**src/rtl/xadc_scan_pwm.sv**
```systemverilog
// XADC DRP scan sequencer with one noise-masked PWM indicator per channel.
// Optional per-channel 4-sample running average: define XADC_SCAN_AVG_EN.
module xadc_scan_pwm #(
    parameter int                  NUM_CH       = 4,
    parameter logic [NUM_CH*7-1:0] CH_ADDR      = {7'h16, 7'h1f, 7'h17, 7'h1e},
    parameter int                  PWM_PERIOD   = 4096,
    parameter int                  NOISE_BITS   = 4,
    parameter int                  DRDY_TIMEOUT = 255
) (
    input  logic                 clk,
    input  logic                 resetn,
    input  logic [NUM_CH-1:0]    ch_en,
    input  logic                 eoc_in,
    input  logic [4:0]           channel_in,
    input  logic                 drdy_in,
    input  logic [15:0]          do_in,
    output logic [6:0]           daddr_out,
    output logic                 den_out,
    output logic [NUM_CH*12-1:0] sample_out,
    output logic                 sample_valid,
    output logic [3:0]           sample_ch,
    output logic                 timeout_err,
    output logic [NUM_CH-1:0]    pwm_out
);
    localparam int         CW         = (NUM_CH > 1) ? $clog2(NUM_CH) : 1;
    localparam int         TW         = (DRDY_TIMEOUT > 1) ? $clog2(DRDY_TIMEOUT + 1) : 1;
    localparam logic [TW-1:0] TIMER_LAST = TW'(DRDY_TIMEOUT);
    localparam logic [11:0] PCNT_LAST  = 12'(PWM_PERIOD - 1);
    localparam logic [11:0] NOISE_MASK = 12'(12'hFFF << NOISE_BITS);

    typedef enum logic [1:0] {IDLE, WAIT_EOC, WAIT_DRDY, ADVANCE} state_t;

    state_t          state_reg, state_next;
    logic [CW-1:0]   cur_reg;
    logic [TW-1:0]   timer_reg;
    logic [11:0]     pcnt_reg;
    logic [6:0]      addr_tab [NUM_CH];
    logic [6:0]      cur_addr;
    logic [CW-1:0]   low_idx, above_idx, next_idx;
    logic            any_en, above_found;
    logic            start_read, accept, timer_hit, timeout_hit;
    logic            wr_en;
    logic [CW-1:0]   wr_ch;
    logic [11:0]     wr_data;
    logic            unused_bits;

    assign unused_bits = ^do_in[3:0];

    generate
        for (genvar gi = 0; gi < NUM_CH; gi++) begin : g_addr
            assign addr_tab[gi] = CH_ADDR[7*gi +: 7];
        end
    endgenerate

    // Lowest enabled channel overall, and lowest enabled strictly above cur.
    always_comb begin
        low_idx     = '0;
        above_idx   = '0;
        any_en      = 1'b0;
        above_found = 1'b0;
        for (int i = NUM_CH - 1; i >= 0; i--) begin
            if (ch_en[i]) begin
                any_en  = 1'b1;
                low_idx = CW'(i);
                if (i > int'(cur_reg)) begin
                    above_found = 1'b1;
                    above_idx   = CW'(i);
                end
            end
        end
        next_idx = above_found ? above_idx : low_idx;
    end

    always_ff @(posedge clk or negedge resetn) begin
        if (!resetn) state_reg <= IDLE;
        else         state_reg <= state_next;
    end

    always_comb begin
        state_next = state_reg;
        case (state_reg)
            IDLE:      if (any_en) state_next = WAIT_EOC;
            WAIT_EOC:  if (eoc_in) state_next = WAIT_DRDY;
            WAIT_DRDY: if (drdy_in || timer_hit) state_next = ADVANCE;
            ADVANCE:   state_next = any_en ? WAIT_EOC : IDLE;
            default:   state_next = IDLE;
        endcase
    end

    always_comb begin
        cur_addr    = addr_tab[cur_reg];
        start_read  = (state_reg == WAIT_EOC) && eoc_in;
        timer_hit   = (timer_reg == TIMER_LAST);
        accept      = (state_reg == WAIT_DRDY) && drdy_in &&
                      (channel_in == cur_addr[4:0]) && ch_en[cur_reg];
        timeout_hit = (state_reg == WAIT_DRDY) && !drdy_in && timer_hit;
        daddr_out   = (state_reg == IDLE) ? addr_tab[0] : cur_addr;
    end

    always_ff @(posedge clk or negedge resetn) begin
        if (!resetn) begin
            cur_reg      <= '0;
            timer_reg    <= '0;
            pcnt_reg     <= '0;
            den_out      <= 1'b0;
            timeout_err  <= 1'b0;
            sample_valid <= 1'b0;
            sample_ch    <= '0;
        end else begin
            if (state_reg == IDLE && any_en)
                cur_reg <= low_idx;
            else if (state_reg == ADVANCE && any_en)
                cur_reg <= next_idx;
            if (start_read)
                timer_reg <= '0;
            else if (state_reg == WAIT_DRDY && !timer_hit)
                timer_reg <= timer_reg + 1'b1;
            den_out <= start_read;
            if (timeout_hit)
                timeout_err <= 1'b1;
            sample_valid <= wr_en && ch_en[wr_ch];
            if (wr_en)
                sample_ch <= 4'(wr_ch);
            pcnt_reg <= (pcnt_reg == PCNT_LAST) ? 12'd0 : pcnt_reg + 12'd1;
        end
    end

`ifdef XADC_SCAN_AVG_EN
    logic            pend_reg;
    logic [CW-1:0]   pend_ch_reg;
    logic [13:0]     ch_sum [NUM_CH];

    // The average is formed from the history one clock after the accept.
    always_ff @(posedge clk or negedge resetn) begin
        if (!resetn) begin
            pend_reg    <= 1'b0;
            pend_ch_reg <= '0;
        end else begin
            pend_reg    <= accept;
            pend_ch_reg <= cur_reg;
        end
    end

    generate
        for (genvar gi = 0; gi < NUM_CH; gi++) begin : g_hist
            logic [11:0] hist [4];
            logic        primed;
            always_ff @(posedge clk or negedge resetn) begin
                if (!resetn) begin
                    primed <= 1'b0;
                    for (int k = 0; k < 4; k++) hist[k] <= '0;
                end else if (!ch_en[gi]) begin
                    primed <= 1'b0;
                end else if (accept && cur_reg == CW'(gi)) begin
                    primed  <= 1'b1;
                    hist[0] <= do_in[15:4];
                    for (int k = 1; k < 4; k++)
                        hist[k] <= primed ? hist[k-1] : do_in[15:4];
                end
            end
            assign ch_sum[gi] = 14'(hist[0]) + 14'(hist[1]) + 14'(hist[2]) + 14'(hist[3]);
        end
    endgenerate

    assign wr_en   = pend_reg;
    assign wr_ch   = pend_ch_reg;
    assign wr_data = ch_sum[pend_ch_reg][13:2];
`else
    assign wr_en   = accept;
    assign wr_ch   = cur_reg;
    assign wr_data = do_in[15:4];
`endif

    generate
        for (genvar gi = 0; gi < NUM_CH; gi++) begin : g_ch
            logic [11:0] sample;
            logic        pwm_bit;
            always_ff @(posedge clk or negedge resetn) begin
                if (!resetn) begin
                    sample  <= '0;
                    pwm_bit <= 1'b0;
                end else begin
                    if (!ch_en[gi])
                        sample <= '0;
                    else if (wr_en && wr_ch == CW'(gi))
                        sample <= wr_data;
                    pwm_bit <= ch_en[gi] && (pcnt_reg < (sample & NOISE_MASK));
                end
            end
            assign sample_out[12*gi +: 12] = sample;
            assign pwm_out[gi]             = pwm_bit;
        end
    endgenerate

endmodule

```
**config.mk**
```make
export PLATFORM = sky130hd
export DESIGN_NAME = xadc_scan_pwm
export DESIGN_NICKNAME = d
export VERILOG_FILES = /design/src/rtl/xadc_scan_pwm.sv
export SDC_FILE = /design/constraint.sdc
export NUM_CORES = 1
export LEC_CHECK = 0
export BUFFER_PORTS_ARGS = -buffer_cell sky130_fd_sc_hd__clkbuf_2
export CORE_ASPECT_RATIO = 1.2
export CORE_MARGIN = 3
export CORE_UTILIZATION = 55
export DETAILED_ROUTE_END_ITERATION = 12
export GPL_TIMING_DRIVEN = 0
export PLACE_DENSITY = 0.88
export SYNTH_ARGS = -nofsm -noshare
export SYNTH_HDL_FRONTEND = slang
export SYNTH_SLANG_ARGS = --single-unit
export TNS_END_PERCENT = 5
```
**constraint.sdc**
```tcl
create_clock -name clk -period 2.8 [get_ports clk]
set_clock_uncertainty 0.05 [all_clocks]
set_input_delay 0.56 -clock clk [delete_from_list [all_inputs] [get_ports clk]]
set_output_delay 0.56 -clock clk [all_outputs]
set_load 0.05 [all_outputs]
```
======== Word level (Yosys, flattened, before mapping) ========
Index checks and enable logic that the tools add are counted.
word-level totals
  bits in latches ......................... 0
  word-level logic and storage cells ...... 115
  memories kept ........................... 0
  memory bits (read-only) ................. 0
  input port bits ......................... 29
  register bits ........................... 81
  output and inout bits ................... 66
  bits in writable memories ............... 0
cells by class
  equality and inequality tests ........... 16
  add/subtract/negate cells ............... 2
  shift-type cells ........................ 0
  $mul .................................... 0
  bitwise gates (word level) .............. 1
  reductions and logical operators ........ 26
  divide/modulo/power cells ............... 0
  multiplexer cells ....................... 45
  $lt $le $gt $ge ......................... 9
operators by type and width
  cell                                                   count
  2-to-1 mux 12 bit                                      9
  < comparator 12 bit                                    4
  2-to-1 mux 2 bit                                       16
  2-to-1 mux 7 bit                                       3
  logical AND 1 bit                                      18
  2-to-1 mux 8 bit                                       2
  binary-select mux 7 bit (select 2 bit)                 1
  adder 12 x 1 -> 12 bit, second input constant          1
  equality test 12 bit, second input constant            1
  2-to-1 mux 1 bit                                       12
  adder 8 x 1 -> 8 bit, second input constant            1
  equality test 2 bit, second input constant             4
  equality test 8 bit, second input constant             1
  inequality test 2 x 1 -> 1 bit, second input constant  4
  one-hot mux 2 bit (4 select lines)                     1
  inequality test 2 bit, second input constant           3
  equality test 5 bit                                    1
  equality test 2 x 1 -> 1 bit, second input constant    2
  > comparator 2 bit, first input constant               2
  logical NOT 2 bit                                      2
  nonzero test 2 bit                                     2
  >= comparator 3 bit, second input constant             1
  < comparator 2 x 3 -> 1 bit, second input constant     1
  inverter 2 -> 3 bit                                    1
  5 further kinds                                        6

======== Depth between registers and ports, before layout ========
Gate-level depths: netlist of run 1.
  depth after elaboration ................. 10
  gate-level depth with buffers ........... 8
  mapped depth without buffers ............ 6

======== Worst setup path before layout of run 1 ========
Ideal clock, no wire load.
  path kind ............................... reg2out
  start point ............................. register cur_reg[1]
  end point ............................... output daddr_out[0]
  data arrival time ....................... 1.517 ns
  required time ........................... 2.190 ns
  path slack .............................. 0.673 ns
  buffers on the path ..................... 0
  stages on the path, launching flop included .. 4
  cell sequence ........................... dfrtp_1 inv_1 ha_1 nor2b_1
on the way
  cells in the longest elaborated chain, start to end .. 5
ends and longest elaborated chain
  element                                              RTL line  text
  start: declaration                                   34        logic [CW-1:0] cur_reg;
  start signal: assignment                             111       cur_reg <= low_idx;
  start signal: assignment                             113       cur_reg <= next_idx;
  inverter 2 -> 3 bit (implied by the code)            91        cur_addr = addr_tab[cur_reg];
  binary-select mux 7 bit (select 2 bit)               91
  2-to-1 mux 7 bit (implied by the code) (2 in a row)  91
  2-to-1 mux 7 bit                                     97        daddr_out = (state_reg == IDLE) ? addr_tab[0] : cur_addr;
  end: declaration                                     17        output logic [6:0] daddr_out,
No other way between the ends. The select of a mux whose other input is x is not followed.

======== Worst setup path after layout of run 1 ========
  start point ............................. register state_reg[0]
  end point ............................... output daddr_out[3]
on the way
  cells in the longest elaborated chain, start to end .. 2
ends and longest elaborated chain
  element                   RTL line  text
  start: declaration        33        state_t state_reg, state_next;
  start signal: assignment  76        else state_reg <= state_next;
  logical NOT 2 bit         97
  2-to-1 mux 7 bit          97
No other way between the ends.

==> results of run 1 <==
critical path, delay by kind of cell (launching register included):
| kind | cells | cell delay (ns) |
|---|---|---|
| adder cells (fa/ha/maj) | 1 | 0.20 |
| AND/OR/NAND/NOR | 1 | 0.43 |
| buffers and inverters | 3 | 0.56 |
| flip-flops | 1 | 0.39 |
how the worst max path moves through the flow:
stage | slack [ns] | from | endpoint | depth (start not counted)
after floorplan | 0.67 | cur_reg[1]$_DFFE_PN0P_ | daddr_out[0] | 3
final | 0.27 | state_reg[0]$_DFFE_PN0P_ | daddr_out[3] | 5
after CTS | 0.28 | state_reg[0]$_DFFE_PN0P_ | daddr_out[3] | 5
after detailed placement | 0.65 | cur_reg[1]$_DFFE_PN0P_ | g_ch[0].sample[5]$_DFFE_PN0P_ | 7
after global placement | 0.35 | resetn | timer_reg[2]$_DFFE_PN0P_ | 1
after global routing | 0.17 | state_reg[0]$_DFFE_PN0P_ | daddr_out[3] | 5
synthesized netlist by cell type, types with 2 or more instances:
cell | number | area, um^2
xor2_1 | 7 | 61.3
a211o_1 | 3 | 26.3
xnor2_1 | 7 | 61.3
nand3_1 | 12 | 60.1
a211oi_1 | 5 | 37.5
conb_1 | 2 | 7.51
and3_1 | 2 | 12.5
nor2b_1 | 3 | 18.8
nand3b_1 | 2 | 15.0
ha_1 | 38 | 475
nor2_1 | 22 | 82.6
and4_1 | 3 | 26.3
buf_2 | 3 | 15.0
nand4_1 | 29 | 181
o31ai_1 | 28 | 210
nand2b_1 | 4 | 25.0
a31oi_1 | 5 | 31.3
dfrtp_1 | 81 | 2030
nand2_1 | 57 | 214
inv_1 | 40 | 150
a21o_1 | 4 | 30.0
buf_4 | 13 | 97.6
nand3_4 | 2 | 35.0
o21ai_0 | 7 | 35.0
a21oi_1 | 30 | 150
or3_1 | 2 | 12.5
nor4_1 | 2 | 12.5
buf_6 | 3 | 33.8
o211ai_1 | 4 | 30.0
mux2i_1 | 27 | 270
mux2_4 | 2 | 30.0
clkbuf_1 | 19 | 71.3
nor3_1 | 5 | 25.0
final cells by class:
| cell class | count | area [um^2] | area share (%) |
|---|---|---|---|
| buffer | 38 | 218 | 3.92 |
| clock buffer | 9 | 124 | 2.23 |
| clock inverter | 7 | 100 | 1.80 |
| inverter | 41 | 154 | 2.77 |
| multi-input combinational | 334 | 2340 | 42.2 |
| sequential | 81 | 2030 | 36.5 |
| tap | 114 | 143 | 2.57 |
| timing repair buffer | 83 | 440 | 7.94 |
layer usage:
metal	up-vias	part of all wire (%)	wire (um)	GRT usage (%)
li1	1921	-	-	-
met1	1941	39	4530	29.8
met2	180	51	5940	43.9
met3	35	7.8	909	5.10
met4	0	2.7	319	8.21
met5	-	0	0	0
layout by cell type (no fill, tap or decap), types with 9 or more instances in the layout:
cell	n
a21oi_1	30
buf_4	13
clkbuf_1	19
clkbuf_2	81
clkbuf_8	9
dfrtp_1	81
ha_1	38
inv_1	40
mux2i_1	27
nand2_1	57
nand3_1	12
nand4_1	29
nor2_1	22
o31ai_1	28
report_power, final:
part | internal (mW) | leakage, nW | total (mW) | switching [mW]
Clock | 0.512 | 0.115 | 0.966 | 0.454
Combinational | 0.313 | 1.57 | 0.963 | 0.651
Sequential | 1.24 | 1.10 | 1.31 | 0.0738
Total | 2.06 | 2.78 | 3.24 | 1.18
cell families (layout without fill, tap and decap cells):
group,count (synthesis),count (layout),share of synthesized area [%]
compound gates,94,94,13.0
xor+xnor,15,15,2.94
simple gates,149,149,16.0
flops,81,81,42.9
mux,31,31,7.07
other cells,2,7,0.159
fa+ha+maj,38,38,10.1
buf+inv,79,178,7.87
==> impl_metrics.toml, run 1 <==
[setup_path]
rr_endpoint = "g_ch[2].sample[4]$_DFFE_PN0P_"
worstSetupStartpointType = "register"
r2r_start = "cur_reg[1]$_DFFE_PN0P_"
end_kind = "output port"
reg2reg_depth = 7
arrival_ns = 1.92
slowest_stage = "or3_1"
required_ns = 2.19
worstPathCellList = "inv_1, ha_1, clkbuf_1, or3_1, clkbuf_2"
worstSetupPathType = "reg2out"
path_max_fanout = 10
cpPeakStageDelay_ns = 0.43
rrSetupSlack_ns = 0.62

[yosys]
async_reset_ff_share_pct = 100
ys_warn_count = 0
ys_ff_latch = 81
seq_area_frac_synth_pct = 42.9
synth_cell_types = 49
synth-edff-count = 0
ys.flop_type = "dfrtp_1"
syn_area_um2 = 4720
synth_cells = 489
syn_area_per_cell_um2 = 9.66

[detailed_routing]
avgViaCountPerCell = 5.77
drtAntennaViolNets = 0
wirelength_um = 11700
vias = 4077
drt_first_pass_iters = 5
drt_iter0_markers = 286
wire_per_inst_um = 16.6
remaining_drc_errors = 0

[timing]
finalSetupTns_ns = 0
hold_violations = 0
timing.slew.headroom_pct = 62.6
fmax_mhz = 395
max_slew.worst_pin.slew_ns = 0.556
report.final.slew_viol_count = 0
grt_setup_unrepaired = "no"
fin_hold_ws_ns = 0.101
period_share_pct = 90.4
fin_ws_ns = 0.268
min_period_ns = 2.53
setup_viol = 0

[global_routing]
grt_pass1_vias = 3919
grt_pass1_wl_um = 19100
antenna_found_initial = 0
grt_usage_pct = 24.7
grt_max_degree = 55
overflow = 0

[run]
cap_violations = 0

[clock_tree]
path_clk_slew_ns = 0.09
post-cts-setup-buffers = 0
cts_sinks = 81
cts_root_buf = "clkbuf_8"
cts.path.max_buffers = 2
cts-htree-levels = 3
hold_buffers = 0
cts_tree = "done"
cts_resized = 0
cts_buffers = 9
clock_latency_ns = 0.36

[min_path]
hp-class = "in2async"

[placed_design]
place_area_um2 = 5320
io_buffers = 82
hpwl_um = 8860
place_inst = 691
pre_cts_ws_ns = 0.653
gp_congestion = 0.905

[floorplanning]
dieArea_um2 = 9740
fp.dieW_um = 90.6
die_h_um = 108
core_um2 = 8240
ioPinCount = 95
start_util_pct = 57.3
fp-row-count = 36

[power]
peakVddDrop_v = 0.000629
cellLeakagePower_nw = 2.78
p_per_area_nw_per_um2 = 584
power_mw = 3.24

[cells_and_area]
diodes = 0
layout-drive-gt1-share_pct = 21.6
syn_to_final_growth_pct = 17.5
n_fill_cell = 627
finalNonFillerCells = 707
final_util_pct = 67.3
final_nets = 655
largest_reg_flops = 48
final_cell_area_um2 = 5550

[run_status]
status = "finished clean"
Power figures use the tool's default switching activity.
==> run 2: changes to the inputs <==
--- a/config.mk
+++ b/config.mk
@@ -6,12 +6,14 @@
 export NUM_CORES = 1
 export LEC_CHECK = 0
 export BUFFER_PORTS_ARGS = -buffer_cell sky130_fd_sc_hd__clkbuf_2
+export CELL_PAD_IN_SITES_DETAIL_PLACEMENT = 1
+export CELL_PAD_IN_SITES_GLOBAL_PLACEMENT = 2
 export CORE_ASPECT_RATIO = 1.2
 export CORE_MARGIN = 3
-export CORE_UTILIZATION = 55
+export CORE_UTILIZATION = 34
 export DETAILED_ROUTE_END_ITERATION = 12
 export GPL_TIMING_DRIVEN = 0
-export PLACE_DENSITY = 0.88
+export PLACE_DENSITY = 0.85
 export SYNTH_ARGS = -nofsm -noshare
 export SYNTH_HDL_FRONTEND = slang
 export SYNTH_SLANG_ARGS = --single-unit
==> run 2 against run 1 <==
Net effect: setup slack gained 0.012 ns; via count down 1.6%; sequential power about the same; core utilization decreased by 25 points; flip-flop and latch count unchanged; first-iteration DRC count fell by 48%; total power grew 13%; sequential share of layout area shrank 1.2 points; register-to-register slack worse by 0.08 ns; wire length up 19%; clock-buffer cell count up 1; clock power grew 43%; largest cell class unchanged; highest routed layer unchanged.
==> impl_metrics.toml, run 2 (synthesis gave the netlist of run 1 again) <==
[timing]
grt_setup_unrepaired = "no"
fmax_mhz = 397
max_slew.worst_pin.slew_ns = 0.578
hold_violations = 0
finalSetupTns_ns = 0
period_share_pct = 90.0
fin_ws_ns = 0.280
fin_hold_ws_ns = 0.114
setup_viol = 0
min_period_ns = 2.52
timing.slew.headroom_pct = 61.1
report.final.slew_viol_count = 0

[setup_path]
reg2reg_depth = 7
rrSetupSlack_ns = 0.54
worstSetupPathType = "reg2out"
crit_path_start = "state_reg[0]$_DFFE_PN0P_"
arrival_ns = 1.91
crit_end = "daddr_out[3]"
path_max_fanout = 10
end_kind = "output port"
r2r_start = "cur_reg[1]$_DFFE_PN0P_"
required_ns = 2.19
worstSetupStartpointType = "register"
rr_endpoint = "g_ch[2].sample[5]$_DFFE_PN0P_"

[detailed_routing]
remaining_drc_errors = 0
drt_iter0_markers = 149
wirelength_um = 13900
wire_per_inst_um = 18.3
drt_first_pass_iters = 4
avgViaCountPerCell = 5.27
drtAntennaViolNets = 0
vias = 4010

[global_routing]
grt_pass1_vias = 4259
gr-usage-met2_pct = 32.6
grt_usage_pct = 18.9
grt_pass1_wl_um = 22500
grt_max_degree = 59
gr-usage-met3_pct = 3.41
antenna_found_initial = 0
grt-busiest-layer = "met2"
overflow = 0
grtUsageMet1_pct = 23.0

[cells_and_area]
final_cell_area_um2 = 5740
diodes = 0
final_cell_mix = "dfrtp_1 (81), clkbuf_2 (81), nand2_1 (57)"
final_nets = 655
syn_to_final_growth_pct = 21.5
n_fill_cell = 1560
final_util_pct = 42.8
largest_reg_flops = 48
seq_area_um2 = 2030
finalNonFillerCells = 761
layout-drive-gt1-share_pct = 21.4
multi_input_area_um2 = 2340

[power]
p_per_area_nw_per_um2 = 639
power_mw = 3.66
cellLeakagePower_nw = 2.83
peakVddDrop_v = 0.000649

[placed_design]
pre_cts_ws_ns = 0.501
place_inst = 745
gp_congestion = 0.847
place_area_um2 = 5390
io_buffers = 82
hpwl_um = 10700

[floorplanning]
dieArea_um2 = 15300
ioPinCount = 95
start_util_pct = 35.2
fp.dieW_um = 114
core_um2 = 13400
fp-row-count = 46
die_h_um = 135

[clock_tree]
cts.path.max_buffers = 2
cts-htree-levels = 3
hold_buffers = 0
cts_root_buf = "clkbuf_16"
post-cts-setup-buffers = 0
cts_sinks = 81
cts_resized = 0
cts_buffers = 9
cts_tree = "done"
clock_latency_ns = 0.35
path_clk_slew_ns = 0.06

[run_status]
status = "finished clean"

[min_path]
hp-class = "in2async"

[run]
cap_violations = 0
-- run 2: worst min path at each step --
stage | slack (ns) | depth (start not counted) | from | to
detailed placement | 0.40 | 2 | timeout_err$_DFFE_PN0P_ | timeout_err$_DFFE_PN0P_
CTS | 0.12 | 1 | resetn | g_ch[1].pwm_bit$_DFF_PN0_
global route | 0.13 | 1 | resetn | g_ch[1].sample[3]$_DFFE_PN0P_
floorplan | 0.21 | 0 | resetn | cur_reg[0]$_DFFE_PN0P_
global placement | 0.40 | 2 | timeout_err$_DFFE_PN0P_ | timeout_err$_DFFE_PN0P_
finish | 0.11 | 1 | resetn | g_ch[1].pwm_bit$_DFF_PN0_
-- run 2: layout make-up --
cell class,instances,share of cell area (%)
tap,168,3.66
sequential,81,35.3
timing repair buffer,83,7.68
multi-input combinational,334,40.8
clock buffer,10,3.99
inverter,41,2.68
buffer,38,3.80
clock inverter,6,2.01
-- run 2: power by group --
part / internal (mW) / switching, mW / total (mW)
logic: 0.311 / 0.662 / 0.973
clock network: 0.876 / 0.500 / 1.38
registers: 1.24 / 0.0762 / 1.31
-- run 2: layer usage --
| layer | up-vias | routed length, um |
|---|---|---|
| li1 | 1913 | - |
| met1 | 1988 | 6020 |
| met2 | 89 | 7010 |
| met3 | 20 | 583 |
| met4 | 0 | 332 |
| met5 | - | 0 |
-- run 2: critical path: stages (launching register included) --
cell and delay (ns):
dfrtp_1 0.38, inv_1 0.10, ha_1 0.20, clkbuf_1 0.21
or3_1 0.42, clkbuf_2 0.25
